[src/rtl/jt12_opseq_pkg.sv]
// Shared definitions for the JT12 operator sequencer: slot ordering, channel
// count and the slot-number to {channel, operator} decode.
package jt12_opseq_pkg;

  localparam int NUM_CH     = 6;
  localparam int SLOT_COUNT = 24;
  localparam logic [4:0] LAST_SLOT = 5'(SLOT_COUNT - 1);

  // Operators run in the order S1, S3, S2, S4 within a frame
  typedef enum logic [1:0] {
    OP_S1 = 2'd0,
    OP_S3 = 2'd1,
    OP_S2 = 2'd2,
    OP_S4 = 2'd3
  } op_e;

  typedef struct packed {
    logic [2:0] ch;
    op_e        op;
  } slot_id_t;

  // Delayed slot ID after reset: S4 never writes history, so the first edge is a no-op
  localparam slot_id_t RESET_DLY = '{ch: 3'd5, op: OP_S4};

  // Split a 0..23 slot number into operator (slot/6) and channel (slot mod 6)
  function automatic slot_id_t slot_decode(input logic [4:0] slot);
    slot_id_t id;
    if (slot >= 5'd18) begin
      id.op = OP_S4;
      id.ch = 3'(slot - 5'd18);
    end else if (slot >= 5'd12) begin
      id.op = OP_S2;
      id.ch = 3'(slot - 5'd12);
    end else if (slot >= 5'd6) begin
      id.op = OP_S3;
      id.ch = 3'(slot - 5'd6);
    end else begin
      id.op = OP_S1;
      id.ch = 3'(slot);
    end
    return id;
  endfunction

endpackage

[src/rtl/jt12_opseq_mod.sv]
// Modulation source-select decode: given which operator is running and the
// channel algorithm, choose where the x and y modulation operands come from.
module jt12_mod #(
  parameter int num_ch = 6
) (
  input  logic       s1_enters_i,
  input  logic       s2_enters_i,
  input  logic       s3_enters_i,
  input  logic       s4_enters_i,
  input  logic [2:0] alg_i,
  output logic       xuse_prevprev1_o,
  output logic       xuse_prev2_o,
  output logic       xuse_internal_o,
  output logic       yuse_prev1_o,
  output logic       yuse_internal_o
);

  logic [7:0] algHot;

  assign algHot = 8'd1 << alg_i;

  generate
    if (num_ch == 6) begin : g_six
      // Connection table of the eight FM algorithms; S1 always feeds back on itself
      always_comb begin
        xuse_prevprev1_o = s1_enters_i | (s3_enters_i & algHot[5]);
        xuse_prev2_o     = (s3_enters_i & (|algHot[2:0])) | (s4_enters_i & algHot[3]);
        xuse_internal_o  = s4_enters_i & algHot[2];
        yuse_internal_o  = s4_enters_i & (|{algHot[4:3], algHot[1:0]});
        yuse_prev1_o     = s1_enters_i
                         | (s3_enters_i & algHot[1])
                         | (s2_enters_i & (|{algHot[6:3], algHot[0]}))
                         | (s4_enters_i & (|{algHot[5], algHot[2]}));
      end
    end else begin : g_unsupported
      // Only the six-channel slot layout is defined; other sizes get no modulation
      always_comb begin
        xuse_prevprev1_o = 1'b0;
        xuse_prev2_o     = 1'b0;
        xuse_internal_o  = 1'b0;
        yuse_internal_o  = 1'b0;
        yuse_prev1_o     = 1'b0;
      end
    end
  endgenerate

endmodule

[src/rtl/jt12_opseq.sv]
// JT12 operator sequencer: walks the 24 operator slots, holds per-channel
// algorithms and operator history, and presents the modulation operands for
// the slot currently running.
module jt12_opseq import jt12_opseq_pkg::*; (
  input  logic               clk,
  input  logic               rst,
  input  logic               cen,
  input  logic               alg_wr,
  input  logic [2:0]         alg_ch,
  input  logic [2:0]         alg_din,
  input  logic signed [13:0] op_result,
  output logic [2:0]         cur_ch,
  output logic [1:0]         cur_op,
  output logic               s1_enters,
  output logic               s2_enters,
  output logic               s3_enters,
  output logic               s4_enters,
  output logic [2:0]         alg_I,
  output logic signed [13:0] mod_x,
  output logic signed [13:0] mod_y,
  output logic               zero
);

  logic [4:0]         slot_q;
  logic [4:0]         slot_d;
  slot_id_t           curId;
  slot_id_t           dly_q;
  logic               algWrEn;
  logic [2:0]         alg_q    [NUM_CH];
  logic signed [13:0] s1_d1_q  [NUM_CH];
  logic signed [13:0] s1_d2_q  [NUM_CH];
  logic signed [13:0] s2_out_q [NUM_CH];
  logic signed [13:0] s3_out_q [NUM_CH];
  logic signed [13:0] prevprev1;
  logic signed [13:0] prev1;
  logic signed [13:0] prev2;
  logic signed [13:0] internalSrc;
  logic               xUsePrevprev1;
  logic               xUsePrev2;
  logic               xUseInternal;
  logic               yUsePrev1;
  logic               yUseInternal;

  assign curId     = slot_decode(slot_q);
  assign cur_ch    = curId.ch;
  assign cur_op    = curId.op;
  assign s1_enters = (curId.op == OP_S1);
  assign s2_enters = (curId.op == OP_S2);
  assign s3_enters = (curId.op == OP_S3);
  assign s4_enters = (curId.op == OP_S4);
  assign zero      = (slot_q == 5'd0);
  assign algWrEn   = cen & alg_wr & (alg_ch < 3'd6);
  assign alg_I     = alg_q[cur_ch];

  // Next slot number, wrapping after the last S4 slot
  always_comb begin
    slot_d = (slot_q == LAST_SLOT) ? 5'd0 : slot_q + 5'd1;
  end

  // Slot counter and one-edge-delayed slot ID that tells where op_result belongs
  always_ff @(posedge clk or posedge rst) begin
    if (rst) begin
      slot_q <= 5'd0;
      dly_q  <= RESET_DLY;
    end else if (cen) begin
      slot_q <= slot_d;
      dly_q  <= curId;
    end
  end

  // Algorithm registers; writes to channels 6 and 7 fall on the floor
  always_ff @(posedge clk or posedge rst) begin
    if (rst) begin
      for (int i = 0; i < NUM_CH; i++) alg_q[i] <= 3'd0;
    end else if (algWrEn) begin
      alg_q[alg_ch] <= alg_din;
    end
  end

  // Store the previous slot's operator output into that channel's history
  always_ff @(posedge clk or posedge rst) begin
    if (rst) begin
      for (int i = 0; i < NUM_CH; i++) begin
        s1_d1_q[i]  <= '0;
        s1_d2_q[i]  <= '0;
        s2_out_q[i] <= '0;
        s3_out_q[i] <= '0;
      end
    end else if (cen) begin
      case (dly_q.op)
        OP_S1: begin
          s1_d2_q[dly_q.ch] <= s1_d1_q[dly_q.ch];
          s1_d1_q[dly_q.ch] <= op_result;
        end
        OP_S2:   s2_out_q[dly_q.ch] <= op_result;
        OP_S3:   s3_out_q[dly_q.ch] <= op_result;
        default: ;
      endcase
    end
  end

  jt12_mod #(
    .num_ch(NUM_CH)
  ) u_mod (
    .s1_enters_i     (s1_enters),
    .s2_enters_i     (s2_enters),
    .s3_enters_i     (s3_enters),
    .s4_enters_i     (s4_enters),
    .alg_i           (alg_I),
    .xuse_prevprev1_o(xUsePrevprev1),
    .xuse_prev2_o    (xUsePrev2),
    .xuse_internal_o (xUseInternal),
    .yuse_prev1_o    (yUsePrev1),
    .yuse_internal_o (yUseInternal)
  );

  // Pick the modulation operands from the current channel's history
  always_comb begin
    prev1       = s1_d1_q[cur_ch];
    prevprev1   = s1_enters ? s1_d2_q[cur_ch] : s1_d1_q[cur_ch];
    prev2       = s2_out_q[cur_ch];
    internalSrc = s3_out_q[cur_ch];
    mod_x       = '0;
    mod_y       = '0;
    if (xUsePrevprev1)     mod_x = prevprev1;
    else if (xUsePrev2)    mod_x = prev2;
    else if (xUseInternal) mod_x = internalSrc;
    if (yUsePrev1)         mod_y = prev1;
    else if (yUseInternal) mod_y = internalSrc;
  end

endmodule

[config.mk]
export PLATFORM = sky130hd
export DESIGN_NAME = jt12_opseq
export DESIGN_NICKNAME = d
export VERILOG_FILES = /design/src/rtl/jt12_opseq_pkg.sv /design/src/rtl/jt12_opseq_mod.sv /design/src/rtl/jt12_opseq.sv
export SDC_FILE = /design/constraint.sdc
export NUM_CORES = 1
export LEC_CHECK = 0
export ABC_AREA = 1
export CAP_MARGIN = 25
export CORE_UTILIZATION = 25
export DETAILED_ROUTE_END_ITERATION = 7
export GPL_TIMING_DRIVEN = 0
export HOLD_SLACK_MARGIN = 0.06
export PLACE_DENSITY = 0.5
export SLEW_MARGIN = 20
export SYNTH_ARGS = -nofsm -noshare
export SYNTH_HDL_FRONTEND = slang
export SYNTH_SLANG_ARGS = --single-unit
[constraint.sdc]
create_clock -name clk -period 13.8 [get_ports clk]
set_input_delay 3.45 -clock clk [delete_from_list [all_inputs] [get_ports clk]]
set_output_delay 3.45 -clock clk [all_outputs]
set_load 0.05 [all_outputs]
# --- After elaboration in Yosys (flattened, before gate mapping) ---
# Cells that the tools add are included.
classes:
  n_addsub: 4
  mul: 0
  n_div: 0
  magnitude_cmp: 9
  eq_ne: 6
  n_shift: 1
  mux: 37
  bitwise_logic: 18
  n_reduce_logical: 12
ops:
  columns: ["cell", "count"]
  rows:
  - ["bitwise mux 84 bit", 4]
  - ["two-way mux 14 bit", 17]
  - ["binary-select mux 14 bit (select 3 bit)", 5]
  - ["demux 14 bit (select 3 bit)", 1]
  - ["two-way mux 5 bit", 4]
  - ["bitwise mux 18 bit", 1]
  - ["greater-or-equal comparator 4 bit, second input constant", 3]
  - ["NOT 3 -> 4 bit", 3]
  - ["bitwise AND 1 bit", 10]
  - ["binary-select mux 3 bit (select 3 bit)", 1]
  - ["demux 3 bit (select 3 bit)", 1]
  - ["two-way mux 3 bit", 3]
  - ["< comparator 4 x 1 -> 1 bit, second input constant", 2]
  - ["<< shifter 1 x 3 -> 7 bit, first input constant", 1]
  - ["equality test 2 bit, second input constant", 3]
  - ["AND reduction 2 bit", 3]
  - ["subtractor 3 bit, second input constant", 2]
  - ["adder 5 x 1 -> 5 bit, second input constant", 1]
  - ["equality test 5 bit, second input constant", 1]
  - ["greater-or-equal comparator 5 x 3 -> 1 bit, second input constant", 1]
  - ["greater-or-equal comparator 5 x 4 -> 1 bit, second input constant", 1]
  - ["greater-or-equal comparator 5 bit, second input constant", 1]
  - ["zero test 5 bit", 1]
  - ["bitwise OR 1 bit", 5]
  - ["other kinds (9)", 12]
totals:
  reg_bits: 364
  latch_bits: 0
  mem_bits_rw: 0
  rom_bits: 0
  output_inout_bits: 41
  n_memories: 0

# --- Depth between registers and ports, before layout ---
# Gate-level depths: netlist of the first run.
logic_depth:
  depth_word: 14
  depth_mapped: 24
  ltp_nobuf: 20

# --- Modules after synthesis ---
# A second synthesis of the first run with hierarchy kept.
hier_totals:
  hier_cells: 2500
  hier_area_um2: 18527.8
modules_own_cells:
  columns: ["module", "n_inst", "cells_each", "area_per_inst_um2", "seq_area_each_um2"]
  rows:
  - ["jt12_opseq", 1, 2473, 18406.4, 9113.7]
  - ["jt12_mod", 1, 27, 121.4, 0.0]

# --- Worst setup path before layout of the first run ---
# OpenSTA, ideal clock, no wires.
synth_timing:
  kind: "register to output"
  startpoint: "register slot_q[0]"
  endpoint: "output mod_x[0]"
  arrival_ns: 3.787
  required_ns: 10.350
  slack_ns: 6.563
  path_stages_with_launch: 22
  path_buffers: 5
  cell_sequence: "dfrtp_1 > buf_4 > inv_4 > clkbuf_1 > clkbuf_1 > ha_1 > nand2_1 > nand2_1 > nand2_2 > inv_1 > nand2_1 > nand2_2 > buf_4 > nand3_1 > nand2_1 > nand2_1 > o21ai_0 > nand2_1 > inv_2 > buf_4 > nand2_1 > nand3_1"
synth_between:
  elab_cells_between_ends: 40
  cone_classes: "3 x add/sub; 3 x order compare; 2 x eq/ne; 1 x shift; 22 x mux; 7 x bitwise; 2 x reduce/logical"
synth_lines:
  columns: ["element", "line_no", "rtl"]
  rows:
  - ["start: declaration", "jt12_opseq.sv:24", "logic [4:0] slot_q;"]
  - ["start signal: assignment", "jt12_opseq.sv:66", "slot_q <= slot_d;"]
  - ["greater-or-equal comparator 5 x 3 -> 1 bit", "jt12_opseq_pkg.sv:34", "end else if (slot >= 5'd6) begin"]
  - ["two-way mux 5 bit", "jt12_opseq_pkg.sv:34", null]
  - ["two-way mux 5 bit", "jt12_opseq_pkg.sv:31", "end else if (slot >= 5'd12) begin"]
  - ["two-way mux 5 bit (*)", "jt12_opseq_pkg.sv:28", "if (slot >= 5'd18) begin"]
  - ["equality test 2 bit (*)", "jt12_opseq.sv:50", "assign s4_enters = (curId.op == OP_S4);"]
  - ["via s4_enters", "jt12_opseq.sv:17", "output logic s4_enters,"]
  - ["bitwise AND 1 bit, on equally long branches", "jt12_opseq_mod.sv:28, jt12_opseq_mod.sv:27", null]
  - ["two-way mux 14 bit or bitwise OR 1 bit (tied branches)", "jt12_opseq.sv:127, jt12_opseq_mod.sv:27", null]
  - ["two-way mux 14 bit (*)", "jt12_opseq.sv:126", "else if (xUsePrev2) mod_x = prev2;"]
  - ["two-way mux 14 bit (*)", "jt12_opseq.sv:125", "if (xUsePrevprev1) mod_x = prevprev1;"]
  - ["end: declaration", "jt12_opseq.sv:19", "output logic signed [13:0] mod_x,"]
# Mark *: on every way through the listed nets, which the timed path passes. The rest lies on a longest branch. The select of a mux whose other input is x is not followed.

# --- Final worst setup path of the first run ---
layout_timing:
  startpoint: "register slot_q[0]"
  endpoint: "output mod_x[9]"
layout_between:
  elab_chain_len: 14
  elab_cells_between_ends: 40
  cone_classes: "3 x add/sub; 3 x order compare; 2 x eq/ne; 1 x shift; 22 x mux; 7 x bitwise; 2 x reduce/logical"
layout_rtl:
  columns: ["element", "line_no", "rtl"]
  rows:
  - ["greater-or-equal comparator 5 x 3 -> 1 bit or subtractor 3 bit (tied branches)", "jt12_opseq_pkg.sv:34, jt12_opseq_pkg.sv:36", null]
  - ["two-way mux 5 bit", "jt12_opseq_pkg.sv:34", null]
  - ["two-way mux 5 bit", "jt12_opseq_pkg.sv:31", null]
  - ["two-way mux 5 bit (*)", "jt12_opseq_pkg.sv:28", null]
  - ["NOT 3 -> 4 bit (not written as such)", null, null]
  - ["binary-select mux 3 bit (select 3 bit)", "jt12_opseq.sv:53", "assign alg_I = alg_q[cur_ch];"]
  - ["two-way mux 3 bit (not written as such) (2 in a row)", "jt12_opseq.sv:53", null]
  - ["<< shifter 1 x 3 -> 7 bit", "jt12_opseq_mod.sv:20", "assign algHot = 8'd1 << alg_i;"]
  - ["OR reduction 3 bit", "jt12_opseq_mod.sv:27", "xuse_prev2_o = (s3_enters_i & (|algHot[2:0])) | (s4_enters_i & algHot[3]);"]
  - ["bitwise AND 1 bit", "jt12_opseq_mod.sv:27", null]
  - ["bitwise OR 1 bit", "jt12_opseq_mod.sv:27", null]
  - ["two-way mux 14 bit", "jt12_opseq.sv:126", null]
  - ["two-way mux 14 bit (*)", "jt12_opseq.sv:125", null]
# Every way passes the cells marked *; elsewhere a longest branch is shown, timed or not. The select of a mux whose other input is x is not followed.

==> results of run 1 <==
==> through the flow <==
step	TNS (ps)	area (µm²)	util (%)	hold WS (ps)	instances
floorplan	0	17500	-	448	2211
global placement	-1572580	19300	28.0	462	3206
detailed placement	0	19500	28.2	465	3211
CTS	0	20800	30.2	481	3287
global route	0	20800	30.2	501	3288
finish	0	20800	30.2	478	3288
==> registers in the layout (all words and copies together) (netlist names) <==
register,count
s1_d1_q,84
s1_d2_q,84
s2_out_q,84
s3_out_q,84
alg_q,18
dly_q,5
slot_q,5
==> worst paths after layout <==
path / from / end / slack, ps
min in group asynchronous: rst / s2_out_q[36] / 3310
hold / removal: s1_d2_q[19] / s1_d2_q[19] / 480
hold reg to reg: s1_d2_q[19] / s1_d2_q[19] / 480
setup reg to reg: slot_q[0] / dly_q[4] / 10030
max in group asynchronous: rst / s1_d2_q[74] / 9100
setup / recovery: slot_q[0] / mod_x[9] / 4220
==> critical path, cell delays in order (launching register included) <==
cell and delay, ps:
sky130_fd_sc_hd__dfrtp_1 410, sky130_fd_sc_hd__buf_4 180, sky130_fd_sc_hd__inv_4 100, sky130_fd_sc_hd__clkbuf_1 710, sky130_fd_sc_hd__clkbuf_1 560, sky130_fd_sc_hd__ha_1 240, sky130_fd_sc_hd__nand2_1 50, sky130_fd_sc_hd__nand2_1 70
sky130_fd_sc_hd__nand2_2 110, sky130_fd_sc_hd__nand2_2 150, sky130_fd_sc_hd__nand2_1 120, sky130_fd_sc_hd__nand2_2 340, sky130_fd_sc_hd__nand2_1 130, sky130_fd_sc_hd__buf_2 220, sky130_fd_sc_hd__buf_2 220, sky130_fd_sc_hd__o21ai_0 650
sky130_fd_sc_hd__nand2_1 100, sky130_fd_sc_hd__nand2_1 110, sky130_fd_sc_hd__nand2_1 100, sky130_fd_sc_hd__nand3_1 130, sky130_fd_sc_hd__clkdlybuf4s50_1 820
==> area by class of cell <==
type                       instances  area [µm²]
multi-input combinational       1603        7480
inverter                         104         400
tap                              931        1160
clock buffer                      67        1290
timing repair buffer              70         749
clock inverter                     9        81.3
sequential                       364        9110
fill                            7396       48200
buffer                           140         571
==> per-layer routing <==
metal  part of all wire, %  vias up  track usage, %
met5                     0        -               0
met4                   3.9        0            8.08
met3                   6.5      116            2.58
met2                    45      636            29.1
met1                    45     7991            26.6
li1                      -     7491               -
==> cells in the mapped netlist (3+ instances only) <==
cell / number
sky130_fd_sc_hd__o2111ai_1: 9
sky130_fd_sc_hd__ha_1: 6
sky130_fd_sc_hd__nor3_1: 8
sky130_fd_sc_hd__buf_4: 5
sky130_fd_sc_hd__inv_1: 97
sky130_fd_sc_hd__clkbuf_1: 114
sky130_fd_sc_hd__dfstp_2: 4
sky130_fd_sc_hd__nor2_1: 81
sky130_fd_sc_hd__a31oi_1: 3
sky130_fd_sc_hd__a221oi_1: 3
sky130_fd_sc_hd__buf_1: 10
sky130_fd_sc_hd__o22ai_1: 16
sky130_fd_sc_hd__o211ai_1: 15
sky130_fd_sc_hd__buf_2: 9
sky130_fd_sc_hd__nand3_1: 120
sky130_fd_sc_hd__nand2_1: 809
sky130_fd_sc_hd__nand2_2: 11
sky130_fd_sc_hd__dfrtp_1: 360
sky130_fd_sc_hd__inv_2: 4
sky130_fd_sc_hd__a21oi_1: 5
sky130_fd_sc_hd__nand4_1: 4
sky130_fd_sc_hd__a22oi_1: 25
sky130_fd_sc_hd__o21ai_0: 422
sky130_fd_sc_hd__mux2i_1: 59
==> cells by family after synthesis <==
group / after synthesis
simple gates: 1038
compound gates: 500
flops: 364
mux: 59
fa+ha+maj: 6
buf+inv: 244
==> out/results.env, run 1 <==
DP.FINAL_HPWL_UM=48400
ROUTABILITY_CONG=0.929
SYN_TO_FINAL_GROWTH_PCT=18.9
CP_DATA_ARRIVAL_TIME_PS=6130
REPORT.FINAL.HOLD_VIOL_COUNT=0
SETUP_WS_PS=4220
FINAL_CELL_MIX='sky130_fd_sc_hd__nand2_1 (809), sky130_fd_sc_hd__o21ai_0 (422), sky130_fd_sc_hd__dfrtp_1 (360)'
RELSLEWSLACK_PCT=25.1
NUMPORTBUFFERS=64
DETAIL_ROUTE.DRC_VIOLATIONS=0
SYN-INSTANCE-COUNT=2211
SYNTH_TOP_FAMILY_BY_AREA='simple AND/OR/NAND/NOR gates'
NUM-NETS-FINAL=2357
FLOORPLAN.INITIALDENSITY_PCT=25.4
FIN_CRIT_PS=9580
ANTENNA_FOUND_INITIAL=0
WL_UM=67100
SYNTH-COMPOUND-AREA-SHARE_PCT=15.2
GRT_PASS1_WL_UM=102000
GRT_SETUP_UNREPAIRED='no'
CTS-BUFFERS-INSERTED=44
MAX_CAP_VIOL_COUNT=0
REPORT.FINAL.SETUP_VIOL=0
IOPINCOUNT=65
DETAIL-ROUTE-ANTENNA-NETS=0
DIE_FOOTPRINT_MM2=0.0712
GRT_USE_TOTAL_PCT=19.0
STATUS='finished, final reports clean'
DRT-VIAS-PER-INSTANCE=4.94
YS_TOP_CELLS_BY_AREA='sky130_fd_sc_hd__dfrtp_1 (51%), sky130_fd_sc_hd__nand2_1 (17%), sky130_fd_sc_hd__o21ai_0 (12%), sky130_fd_sc_hd__nand3_1 (3.4%), sky130_fd_sc_hd__mux2i_1 (3.4%)'
CTS_SETUP_BUFFERS=0
XOR_XNOR_CELL_AREA_SHARE_OF_THE_YOSYS_NETLIST_PCT=0
WORST_R2R_PATH_DEPTH=14
POST_CTS_RESIZE_COUNT=0
CRIT_REQUIRED_PS=10350
SYNTH_TOP_AREA_SHARE_PCT=51.4
POST_SYNTH_CELL_TYPES=32
COREAREA_MM2=0.0691
HP-CLASS='reg2reg'
DIE_WIDTH_UM=267
MAXSLEWVIOLCOUNT=0
ASYNCSETRESETFLOPFRACSYNTH_PCT=100
SYNTH-SIMPLE-AREA-SHARE_PCT=23.5
ROWS=96
SETUP.WORST_PATH.END_CLASS='output pin'
SYNTH-EDFF-COUNT=0
FINAL_COMMON_CELL='sky130_fd_sc_hd__nand2_1'
SYNTH_WARNINGS=0
HOLD_BUFFERS=0
MAPPEDNETLISTAREA_MM2=0.0175
TIMING.FMAX_MHz=104
SYNTH.LARGEST_AREA_CELL='sky130_fd_sc_hd__dfrtp_1'
ANT_DIODES=0
H-TREE-DEPTH=2
DIE_H_UM=267
CTS_TREE='built'
DETAILEDROUTE.FIRSTPASSITERATIONCOUNT=5
CTS_SINKS=364
GLOBAL_ROUTE.OVERFLOW_TOTAL=0
CRITICAL_PATH.MAX_FANOUT=11
YOSYS.AREA_SHARE.ADDER_PCT=0.428
DRT_FIRST_ITER_VIOLATIONS=1604
FIN_CRIT_SH_PCT=69.4
SYNTH.NET_COUNT=2241
SYNTHFLOPTYPE='sky130_fd_sc_hd__dfrtp_1'
LATER_PIN_CLOCK_LATENCY_IN_THE_SKEW_REPORT_PS=590
CTS.ROOT.BUFFER_CELL='sky130_fd_sc_hd__clkbuf_16'
POSTSYNTHAREAPERCELL_UM2=7.93
VIAS_IN_THE_FIRST_GLOBAL_ROUTE=15800
GRT_MAX_DEGREE=103
DETAIL_ROUTED_NET_LENGTH_PER_STANDARD_CELL_UM=20.4
LAYOUT-DRIVE-GT1-SHARE_PCT=4.79
WORST_CLOCK_SKEW_PS=20.0
SYNTH.FF_LATCH_COUNT=364
DETAILROUTE.VIA_COUNT=16200
CLK_PIN_SLEW_WORST_PATHS_PS=50
SYNTHMUXAREASHARE_PCT=3.37
TIGHTEST_SLEW_PS=1120
TIMING.HOLD.WORST_PATH_DEPTH=2
DPL_WORST_SLACK_PS=4820
SETUP.WORST_PATH.CLASS='reg2out'
CP-START-KIND='flip-flop'
SYNTH-SEQ-AREA-SHARE_PCT=52.0
CLOCK_PATH_BUFFERS=3
Power of run 1 is not shown: default switching activity piles up to over one toggle a cycle in this logic, so the estimate is an artifact.
==> run 2, diff against run 1 <==
--- a/config.mk
+++ b/config.mk
@@ -11,7 +11,7 @@
 export DETAILED_ROUTE_END_ITERATION = 7
 export GPL_TIMING_DRIVEN = 0
 export HOLD_SLACK_MARGIN = 0.06
-export PLACE_DENSITY = 0.5
+export PLACE_DENSITY = 0.48
 export SLEW_MARGIN = 20
 export SYNTH_ARGS = -nofsm -noshare
 export SYNTH_HDL_FRONTEND = slang
==> constraint.sdc (replaced) <==
create_clock -name clk -period 10 [get_ports clk]
set_input_delay 2.5 -clock clk [delete_from_list [all_inputs] [get_ports clk]]
set_output_delay 2.5 -clock clk [all_outputs]
set_load 0.05 [all_outputs]
==> run 2 against run 1 <==
Non-clock buffer count increased by 11. Design area increased by 1.4%. Setup slack got worse by 2800 ps. Die area unchanged. Utilization increased by 0.43 points. Sequential cell count unchanged. Critical endpoint unchanged. Critical path type unchanged.
==> out/results.env, run 2 (same netlist as run 1, synthesis figures left out) <==
STATUS='finished, final reports clean'
CLOCK_PATH_BUFFERS=3  # unchanged
REPORT.FINAL.HOLD_VIOL_COUNT=0  # unchanged
TIMING.CRITICAL_PATH.MAX_DELAY_FAMILY='buffers and inverters'
DPL_WORST_SLACK_PS=2020  # -2810 ps
INSTANCES_NO_FILL=3301  # +0.40%
CP_DATA_ARRIVAL_TIME_PS=6060  # -70 ps
DETAIL-ROUTE-ANTENNA-NETS=0  # unchanged
DIE_H_UM=267  # unchanged
CRIT_BUF_INV=7  # unchanged
CRIT_REQUIRED_PS=7500  # -2850 ps
CTS.ROOT.BUFFER_CELL='sky130_fd_sc_hd__clkbuf_16'
LAYOUT-DRIVE-GT1-SHARE_PCT=5.44  # +0.65 points
DETAIL_ROUTED_NET_LENGTH_PER_STANDARD_CELL_UM=20.7  # +1.4%
FIN_CRIT_PS=8560
CP-START-KIND='flip-flop'
DETAIL_ROUTE.DRC_VIOLATIONS=0  # unchanged
POST_CTS_RESIZE_COUNT=0  # unchanged
DIE_WIDTH_UM=267  # unchanged
WL_UM=68300  # +1.8%
DIE_FOOTPRINT_MM2=0.0712  # unchanged
CTS_TREE='built'
DETAILEDROUTE.FIRSTPASSITERATIONCOUNT=5  # unchanged
FINAL_COMMON_CELL='sky130_fd_sc_hd__nand2_1'
COREAREA_MM2=0.0691  # unchanged
CP_SLOWEST_STAGE_DELAY_PS=830  # about the same
ANTENNA_FOUND_INITIAL=0  # unchanged
HOLD_BUFFERS=0  # unchanged
GLOBAL_ROUTE.OVERFLOW_TOTAL=0  # unchanged
NUM-NETS-FINAL=2369  # +0.51%
CTS_SINKS=364  # unchanged
REPORT.FINAL.SETUP_VIOL=0  # unchanged
ROWS=96  # unchanged
HP-CLASS='reg2reg'
DETAILROUTE.VIA_COUNT=16300  # +0.51%
SETUP.WORST_PATH.END_CLASS='output pin'
GRT_MAX_DEGREE=34  # -67%
FINAL_CELL_MIX='sky130_fd_sc_hd__nand2_1 (809), sky130_fd_sc_hd__o21ai_0 (422), sky130_fd_sc_hd__dfrtp_1 (360)'
CRIT_PATH_CELLS='buf_4 > inv_4 > clkbuf_1 > clkbuf_1 > ha_1 > nand2_1 > nand2_1 > nand2_2 > nand2_2 > nand2_1 > nand2_2 > nand2_1 > buf_2 > buf_2 > o21ai_0 > nand2_1 > nand2_1 > nand2_1 > nand3_1 > clkdlybuf4s50_1'
FLOORPLAN.INITIALDENSITY_PCT=25.4  # unchanged
DRT_FIRST_ITER_VIOLATIONS=1627  # +1.4%
CTS-BUFFERS-INSERTED=45  # +2.3%
DP.FINAL_HPWL_UM=49800  # +3.0%
WORST_CLOCK_SKEW_PS=22.6  # +2.62 ps
SETUP.WORST_PATH.CLASS='reg2out'
RELSLEWSLACK_PCT=27.7  # +2.6 points
NUMPORTBUFFERS=64  # unchanged
VIAS_IN_THE_FIRST_GLOBAL_ROUTE=15900  # +0.61%
CTS_SETUP_BUFFERS=0  # unchanged
GRT_SETUP_UNREPAIRED='no'
CLK_PIN_SLEW_WORST_PATHS_PS=50  # about the same
IOPINCOUNT=65  # unchanged
H-TREE-DEPTH=2  # unchanged
MAXSLEWVIOLCOUNT=0  # unchanged
MAX_CAP_VIOL_COUNT=0  # unchanged
TIGHTEST_SLEW_PS=1080  # -31.3 ps
CRIT_PATH_FREQUENT_CELL='sky130_fd_sc_hd__nand2_1'
ROUTABILITY_CONG=0.910  # -2.0%
LATER_PIN_CLOCK_LATENCY_IN_THE_SKEW_REPORT_PS=590  # about the same
GRT_PASS1_WL_UM=104000  # +1.8%
DRT-VIAS-PER-INSTANCE=4.94  # +0.11%
ANT_DIODES=0  # unchanged
FINAL_DESIGN_UTILIZATION_PCT=30.6  # +0.43 points
SYN_TO_FINAL_GROWTH_PCT=20.6
PLACED_CELLS=3222  # +0.34%
FIN_CRIT_SH_PCT=85.6
CRITICAL-PATH-SLOWEST-CELL='sky130_fd_sc_hd__clkdlybuf4s50_1'
GRT_USE_TOTAL_PCT=19.4  # +0.38 points
TIMING.FMAX_MHz=117
SETUP_WS_PS=1440  # -2780 ps
FILLCELLCOUNT=7398  # +0.027%
CRITICAL_PATH.MAX_FANOUT=11  # unchanged
-- run 2: worst register-to-register path, delay by kind of cell (launching register included) --
| kind | cells | cell delay, ps |
|---|---|---|
| simple gates | 5 | 430 |
| compound gates | 1 | 160 |
| buf+inv | 7 | 2440 |
| fa+ha+maj | 1 | 250 |
| flops | 1 | 400 |
-- run 2: layer usage --
| layer | up-vias | global-route usage [%] | share of wire [%] |
|---|---|---|---|
| li1 | 7517 | - | - |
| met1 | 8106 | 27.7 | 46 |
| met2 | 585 | 29.6 | 44 |
| met3 | 108 | 2.75 | 6.3 |
| met4 | 0 | 6.82 | 3.4 |
| met5 | - | 0 | 0 |
-- run 2: final cells by class --
type                    count  area [µm²]  area share [%]
multi-input cells        1603        7480            35.4
flip-flops and latches    364        9110            43.1
inverters                 104         397            1.88
clock buffers              62        1250            5.91
repair buffers             81         957            4.53
plain buffers             140         571            2.70
clock inverters            16         215            1.02
well taps                 931        1160            5.51
-- run 2: path summary, 6_finish.rpt --
kind	slack [ps]	depth (start not counted)	start	endpoint
max in group asynchronous	6040	8	rst	s3_out_q[78]
setup reg to reg	6210	14	slot_q[0]	dly_q[4]
hold reg to reg	480	2	s1_d2_q[21]	s1_d2_q[21]
min in group asynchronous	2320	2	rst	alg_q[4]
setup / recovery	1440	20	slot_q[0]	mod_x[9]
hold / removal	480	2	s1_d2_q[21]	s1_d2_q[21]
-- run 2: per-stage QoR --
| step | cell area [µm²] | TNS (ps) | hold slack (ps) |
|---|---|---|---|
| 2_1_floorplan | 17500 | 0 | 448 |
| 3_3_place_gp | 19300 | -35580 | 462 |
| 3_5_place_dp | 19700 | 0 | 467 |
| 4_1_cts | 21100 | 0 | 480 |
| 5_1_grt | 21100 | 0 | 499 |
| 6_report | 21100 | 0 | 479 |
Power of run 2 is left out for the same reason.
